[config.mk]
export PLATFORM = sky130hd
export DESIGN_NAME = ring_param
export DESIGN_NICKNAME = d
export VERILOG_FILES = /design/src/rtl/ring_param.sv
export SDC_FILE = /design/constraint.sdc
export NUM_CORES = 1
export LEC_CHECK = 0
export CAP_MARGIN = 30
export CORE_ASPECT_RATIO = 0.7
export CORE_UTILIZATION = 59
export CTS_CLUSTER_SIZE = 28
export DETAILED_ROUTE_END_ITERATION = 7
export PLACE_DENSITY = 0.89
export SETUP_SLACK_MARGIN = 0.3
export SYNTH_ARGS = -nofsm -noshare
export SYNTH_HDL_FRONTEND = slang
export SYNTH_SLANG_ARGS = --single-unit
[constraint.sdc]
create_clock -name clk_sys -period 5.8 [get_ports clk_sys]
set_input_delay 1.16 -clock clk_sys [delete_from_list [all_inputs] [get_ports clk_sys]]
set_output_delay 1.16 -clock clk_sys [all_outputs]
set_load 0.005 [all_outputs]
[src/rtl/ring_param.sv]
// ring_param: peak-to-peak (max-min) measurement of ADC samples over windows
//   clk_sys     in   system clock, rising edge
//   rst_n       in   asynchronous active-low reset
//   adc_data    in   16-bit unsigned sample
//   adc_vld     in   sample strobe
//   cfg_en      in   measurement enable; low aborts an open window
//   cfg_win_len in   samples per window, 0 treated as 1, latched at window start
//   ph_ring     out  peak-to-peak of last completed window (held between strobes)
//   ph_vld      out  one-cycle strobe, ph_ring updated this cycle
//   stu_busy    out  high while in ACQ
// Optional: define RING_AVG4_EN to report the mean of the last four window results.
module ring_param (
    input  logic        clk_sys,
    input  logic        rst_n,
    input  logic [15:0] adc_data,
    input  logic        adc_vld,
    input  logic        cfg_en,
    input  logic [15:0] cfg_win_len,
    output logic [15:0] ph_ring,
    output logic        ph_vld,
    output logic        stu_busy
);
    typedef enum logic {IDLE, ACQ} state_t;
    state_t      state_q, state_d;
    logic [15:0] len_q, len_d, cnt_q, cnt_d, max_q, max_d, min_q, min_d, ring_q, ring_d;
    logic        vld_q, vld_d;
    logic        smp, first, done;
    logic [15:0] len_e, cnt_n, mx, mn, pp;
`ifdef RING_AVG4_EN
    // three previous results; together with the current one they form the 4-deep history
    logic [2:0][15:0] hist_q, hist_d;
    logic [17:0]      sum;
`endif
    always_comb begin
        smp   = cfg_en && adc_vld;
        // cnt_q==0 in ACQ means the previous window just closed: next sample opens a new one
        first = (state_q == IDLE) || (cnt_q == 16'd0);
        len_e = first ? ((cfg_win_len == 16'd0) ? 16'd1 : cfg_win_len) : len_q;
        cnt_n = first ? 16'd1 : cnt_q + 16'd1;
        mx    = (first || adc_data > max_q) ? adc_data : max_q;
        mn    = (first || adc_data < min_q) ? adc_data : min_q;
        pp    = mx - mn;
        done  = smp && (cnt_n == len_e);
        state_d = !cfg_en ? IDLE : smp ? ACQ : state_q;
        len_d   = smp ? len_e : len_q;
        cnt_d   = (!cfg_en || done) ? 16'd0 : smp ? cnt_n : cnt_q;
        max_d   = (!cfg_en || done) ? 16'd0 : smp ? mx : max_q;
        min_d   = (!cfg_en || done) ? 16'd0 : smp ? mn : min_q;
        vld_d   = done;
`ifdef RING_AVG4_EN
        hist_d  = done ? {hist_q[1:0], pp} : hist_q;
        sum     = {2'b0, pp} + {2'b0, hist_q[0]} + {2'b0, hist_q[1]} + {2'b0, hist_q[2]};
        ring_d  = done ? sum[17:2] : ring_q;
`else
        ring_d  = done ? pp : ring_q;
`endif
    end
    always_ff @(posedge clk_sys or negedge rst_n) begin
        if (!rst_n) begin
            state_q <= IDLE;
            len_q   <= '0;
            cnt_q   <= '0;
            max_q   <= '0;
            min_q   <= '0;
            ring_q  <= '0;
            vld_q   <= 1'b0;
`ifdef RING_AVG4_EN
            hist_q  <= '0;
`endif
        end else begin
            state_q <= state_d;
            len_q   <= len_d;
            cnt_q   <= cnt_d;
            max_q   <= max_d;
            min_q   <= min_d;
            ring_q  <= ring_d;
            vld_q   <= vld_d;
`ifdef RING_AVG4_EN
            hist_q  <= hist_d;
`endif
        end
    end
    assign ph_ring  = ring_q;
    assign ph_vld   = vld_q;
    assign stu_busy = (state_q == ACQ);
endmodule
After elaboration in Yosys (flattened, before gate mapping). Index checks and enable logic that the tools add are counted.

Register bits: 82. Input bits: 36. Output and inout bits: 18. Logic and storage cells: 37.

Add/subtract/negate cells: 2. Magnitude comparators: 2. Equal/unequal tests: 2. Multiplexer cells: 13. Bitwise logic cells: 1. Reductions and logical operators: 10.

Operator list (count): two-way mux 16 bit (11); logical NOT 16 bit (2); adder 16 x 1 -> 16 bit, second input constant (1); equality test 16 bit (1); greater-than comparator 16 bit (1); less-than comparator 16 bit (1); subtractor 16 bit (1); logical OR 1 bit (4); logical AND 1 bit (2); two-way mux 1 bit (2); != test 2 x 1 -> 1 bit, second input constant (1); nonzero test 2 bit (1); logical NOT 1 bit (1); inverter 1 bit (1).

Longest topological paths before layout.
Depth in word-level cells: 7. Depth in mapped cells: 27.

Worst setup path after synthesis. No wires, ideal clock.

Path type: in2reg. Start point: in adc_data[15]. End point: reg ring_q[12], in the netlist ph_ring[12]. Setup time: 92 ps. Arrival: 5919 ps. Data required time: 5708 ps. Slack: -211 ps. Cell stages on the path: 24. Buffers on the path: 4. Cells stage by stage: ha_1 > nand4_1 > nor4_1 > o21ai_0 > a31oi_2 > buf_4 > buf_6 > buf_2 > buf_1 > mux2i_1 > ha_1 > inv_1 > fa_1 > nand2_1 > nand2_1 > a21oi_1 > o21ai_0 > o21a_1 > o31ai_1 > o31ai_2 > a31oi_1 > a211o_1 > mux2_4 > o31ai_2.

Longest elaborated chain between the ends: 4. Elaborated cells on any way between the ends: 7. Classes of those cells: 1 x add/sub; 2 x order compare; 2 x mux; 2 x reduce/logical.

Ends and longest elaborated chain: start: declaration (RTL line 15) `input logic [15:0] adc_data,`; greater-than comparator 16 bit or less-than comparator 16 bit (tied branches) (RTL line 40, 41); logical OR 1 bit, on equally long branches (RTL line 40, 41); two-way mux 16 bit, on equally long branches (RTL line 40, 41); subtractor 16 bit * (RTL line 42) `pp = mx - mn;`; end signal: assignment (RTL line 76) `ring_q <= ring_d;`; end: declaration (RTL line 25) `logic [15:0] len_q, len_d, cnt_q, cnt_d, max_q, max_d, min_q, min_d, ring_q, ring_d;`.

Every way passes the cells marked *; elsewhere a longest branch is shown, timed or not. A chain may end at the register's enable or synchronous reset.

Worst setup path after layout.
Start point: in adc_data[13]. End point: reg ring_q[12], in the netlist ph_ring[12].

The elaborated chain is that of the path after synthesis.

==> impl_metrics.yaml <==
outcome:
  status: "finished, final reports clean"
place:
  hpwlAfterDp_um: 12600
  pre_cts_ws_ns: -0.370
  placed_cells: 880
  place_congestion: 0.936
  io_buffers: 53
  postPlaceCellArea_sq_um: 6900
power_and_ir_drop:
  pwr-share-clk_pct: 34.3
  p_leak_nw: 3.34
  p_comb_share_pct: 27.9
  switchingPower_w: 0.000523
  switching_share_pct: 31.0
  vdd_drop_max_mv: 0.160
  power_frac_seq_pct: 37.8
  p_per_area_nw_per_um2: 224
  totalPowerFinal_w: 0.00169
  internal-power_w: 0.00116
sta:
  rsz0062_at_grt: "false"
  drv_slew: 0
  fin_tns_setup_ns: 0
  timing.fmax_mhz: 186
  maxSlewHeadroom_pct: 24.0
  tightest_slew_ns: 1.13
  skew_ns: 0.00597
  setup_viol: 0
  finalHoldViolCount: 0
  timing.final.crit_share_pct: 92.5
  setup_ws_ns: 0.433
  min_period_ns: 5.37
clock_tree:
  clkSlewWorstSetupHoldPaths_ns: 0.06
  cts_tree: "built"
  cts_max_path_buffers: 2
  cts_sinks: 82
  insertion_delay_ns: 0.34
  cts_buffers: 9
  root_buffer: "clkbuf_16"
  htreeDepth: 3
floorplan:
  initial_core_util_pct: 61.4
  die_x_um: 123
  rows: 30
  dieArea_sq_um: 10600
  ioPinCount: 54
  die_y_um: 86.4
  core_area_sq_um: 9800
worst_setup_path:
  rr_startpoint: "cnt_q[0]"
  crit_start: "adc_data[13]"
  critical_path_depth: 25
  worstPathMaxFanout: 6
  cp.arrival_ns: 5.62
  timing.reg2reg.setup_slack_ns: 0.71
  r2r-end: "ph_ring[12]"
  crit_type: "in -> reg"
  crit_slowest_cell: "fa_2"
  reg2regPathDepth: 24
  required_ns: 6.05
  max_stage_delay_ns: 0.35
  path_buf_inv: 6
  critPathLaunchType: "input port"
  critPathCapture: "ph_ring[12]"
  crit_path_end_kind: "register"
  cp_top_family: "compound AO/OA/AOI/OAI gates"
  cp_common_cell: "buf_6"
synth:
  synth_edf_count: 0
  synth_ff_type: "dfrtp_1"
  synth_cell_types: 73
  syn_area_sq_um: 6010
  postSynthAreaPerCell_sq_um: 8.69
  synth.top_cell.area_share_pct: 34.1
  synth_nets: 772
  synth_area_leaders: "dfrtp_1 34%, ha_1 9.0%, o21ai_0 6.5%, nand2_1 5.2%, xnor2_1 3.8%"
  yosys.area.top_type: "dfrtp_1"
  yosys_warnings: 0
  syn_inst: 692
  yosysSeqAreaShare_pct: 34.1
  ys_async_sr_fraction_pct: 100
  ys_ff_latch: 82
routing:
  vias_per_cell: 6.45
  routed_wl_um: 18000
  route.detailed.drc: 0
  wl_per_cell_um: 19.8
  first_pass_iters: 6
  num_vias: 5859
  postRouteAntennaNets: 0
  drtIter0Drc: 549
layout:
  drive_above_1_share_pct: 17.6
  final_cells: 908
  syn2layout_area_growth_pct: 25.1
  multiInputGateArea_sq_um: 3850
  fin_nets: 855
  fill_cells: 624
  ff_latch_area_sq_um: 2050
  finish.instance_area_sq_um: 7520
  diodes: 0
global_route:
  grt_overflow: 0
  track_usage_pct: 33.5
  first_global_vias: 5433
  antenna_found_initial: 0
  grt_pass1_wl_um: 27100
  grt_max_degree: 73
job:
  maxCapViolCount: 0
min_path:
  hold_class: "reg -> reg"
metal layers:
| metal | share of wire [%] | vias up | track usage, % | routed length, um |
|---|---|---|---|---|
| met3 | 10 | 55 | 8.09 | 1810 |
| li1 | - | 2663 | - | - |
| met4 | 2.1 | 0 | 11.0 | 383 |
| met5 | 0 | - | 0 | 0 |
| met1 | 43 | 2768 | 47.2 | 7720 |
| met2 | 45 | 373 | 50.6 | 8080 |
cells in the mapped netlist (all sizes together), types with 14 or more instances:
master  number
xnor2       26
nand2       84
inv         48
xor2        14
o21ai       80
a22o        19
nor2        34
mux2        15
dfrtp       82
buf         18
a21oi       32
ha          43
clkbuf      17
stage by stage:
stage	hold WS [ns]	utilization (%)
finish	0.481	76.8
global route	0.507	76.8
CTS	0.481	74.0
detailed placement	0.467	70.4
global placement	0.455	70.1
floorplan	0.463	-
timing repair:
action | CTS | global route
resized for setup | 15 | 57
pin swaps | 12 | 27
hold buffers | 0 | 0
endpoints found under the setup margin | 6 | 8
buffers inserted | 3 | 9
worst min-delay path by stage:
stage	slack [ns]	startpoint	cells past startpoint	end
finish	0.48	ph_ring[1]	2	ph_ring[1]
floorplan	0.46	ph_ring[1]	2	ph_ring[1]
global route	0.51	ph_ring[1]	2	ph_ring[1]
detailed placement	0.47	ph_ring[1]	2	ph_ring[1]
CTS	0.48	ph_ring[1]	2	ph_ring[1]
global placement	0.45	ph_ring[1]	2	ph_ring[1]
registers in the layout, indices dropped and copies added, names as in the netlist:
signal,flops
stu_busy,1
min_q,16
len_q,16
ph_vld,1
ph_ring,16
max_q,16
cnt_q,16
power groups by stage:
| stage | Sequential [W] | Combinational, W | Clock (W) |
|---|---|---|---|
| after global placement | 0.000644 | 0.000393 | 0 |
| after detailed placement | 0.000646 | 0.000411 | 0 |
| after CTS | 0.000636 | 0.000424 | 0.000580 |
| after floorplan | 0.000637 | 0.000262 | 0 |
| final | 0.000638 | 0.000470 | 0.000579 |
| after global routing | 0.000641 | 0.000507 | 0.000603 |
layout by cell type (no fill, tap or decap), types with 5 or more instances in the layout:
master and instances:
nand2_1 83, dfrtp_1 82, o21ai_0 68, buf_4 49, inv_1 47, clkdlybuf4s50_1 36, ha_1 35, nor2_1 34
a21oi_1 31, xnor2_1 26, a22o_1 19, xor2_1 14, mux2_2 14, o22ai_1 13, mux2i_1 12, nand3_1 12
dlymetal6s2s_1 11, o21a_1 10, nor3_1 10, nor2b_1 10, o31ai_1 9, clkbuf_16 9, nand4_1 8, nand2b_1 7
o21ai_1 6, o21ai_2 6, or3_1 6, ha_4 6, nor4_1 5, o211ai_1 5, and3_1 5, clkbuf_2 5
buf_6 5
worst register-to-register path: stages (launching register included):
cell	delay [ns]
dfrtp_1	0.42
inv_1	0.15
ha_1	0.20
nor4b_2	0.32
a41oi_2	0.34
and3_4	0.27
a31oi_4	0.23
buf_6	0.15
mux2i_4	0.24
ha_2	0.22
inv_2	0.04
fa_2	0.35
nand2_1	0.07
nand2_1	0.06
a21oi_2	0.19
o21ai_2	0.11
o21a_1	0.22
o31ai_4	0.17
buf_6	0.16
o31ai_4	0.07
a31oi_1	0.24
a211o_1	0.16
buf_4	0.11
mux2_4	0.29
o31ai_2	0.21
cell families (layout without fill, tap and decap cells):
| kind of cell | Yosys count | in the layout | share of synthesized area [%] |
|---|---|---|---|
| AOI/OAI and AO/OA | 209 | 209 | 23.0 |
| xor gates and xnor gates | 40 | 40 | 5.83 |
| and+or+nand+nor | 204 | 204 | 16.7 |
| adders and majority gates | 46 | 46 | 9.64 |
| DFF | 82 | 82 | 34.1 |
| buffers and inverters | 83 | 171 | 5.75 |
| muxes | 28 | 28 | 5.04 |
cell type report:
class	instances	share of cell area [%]
Multi-Input combinational cell	527	51.2
Clock inverter	3	0.283
Timing Repair Buffer	107	13.0
Sequential cell	82	27.3
Clock buffer	13	3.73
Tap cell	128	2.13
Inverter	48	2.40
(Power assumes the default switching activity.)
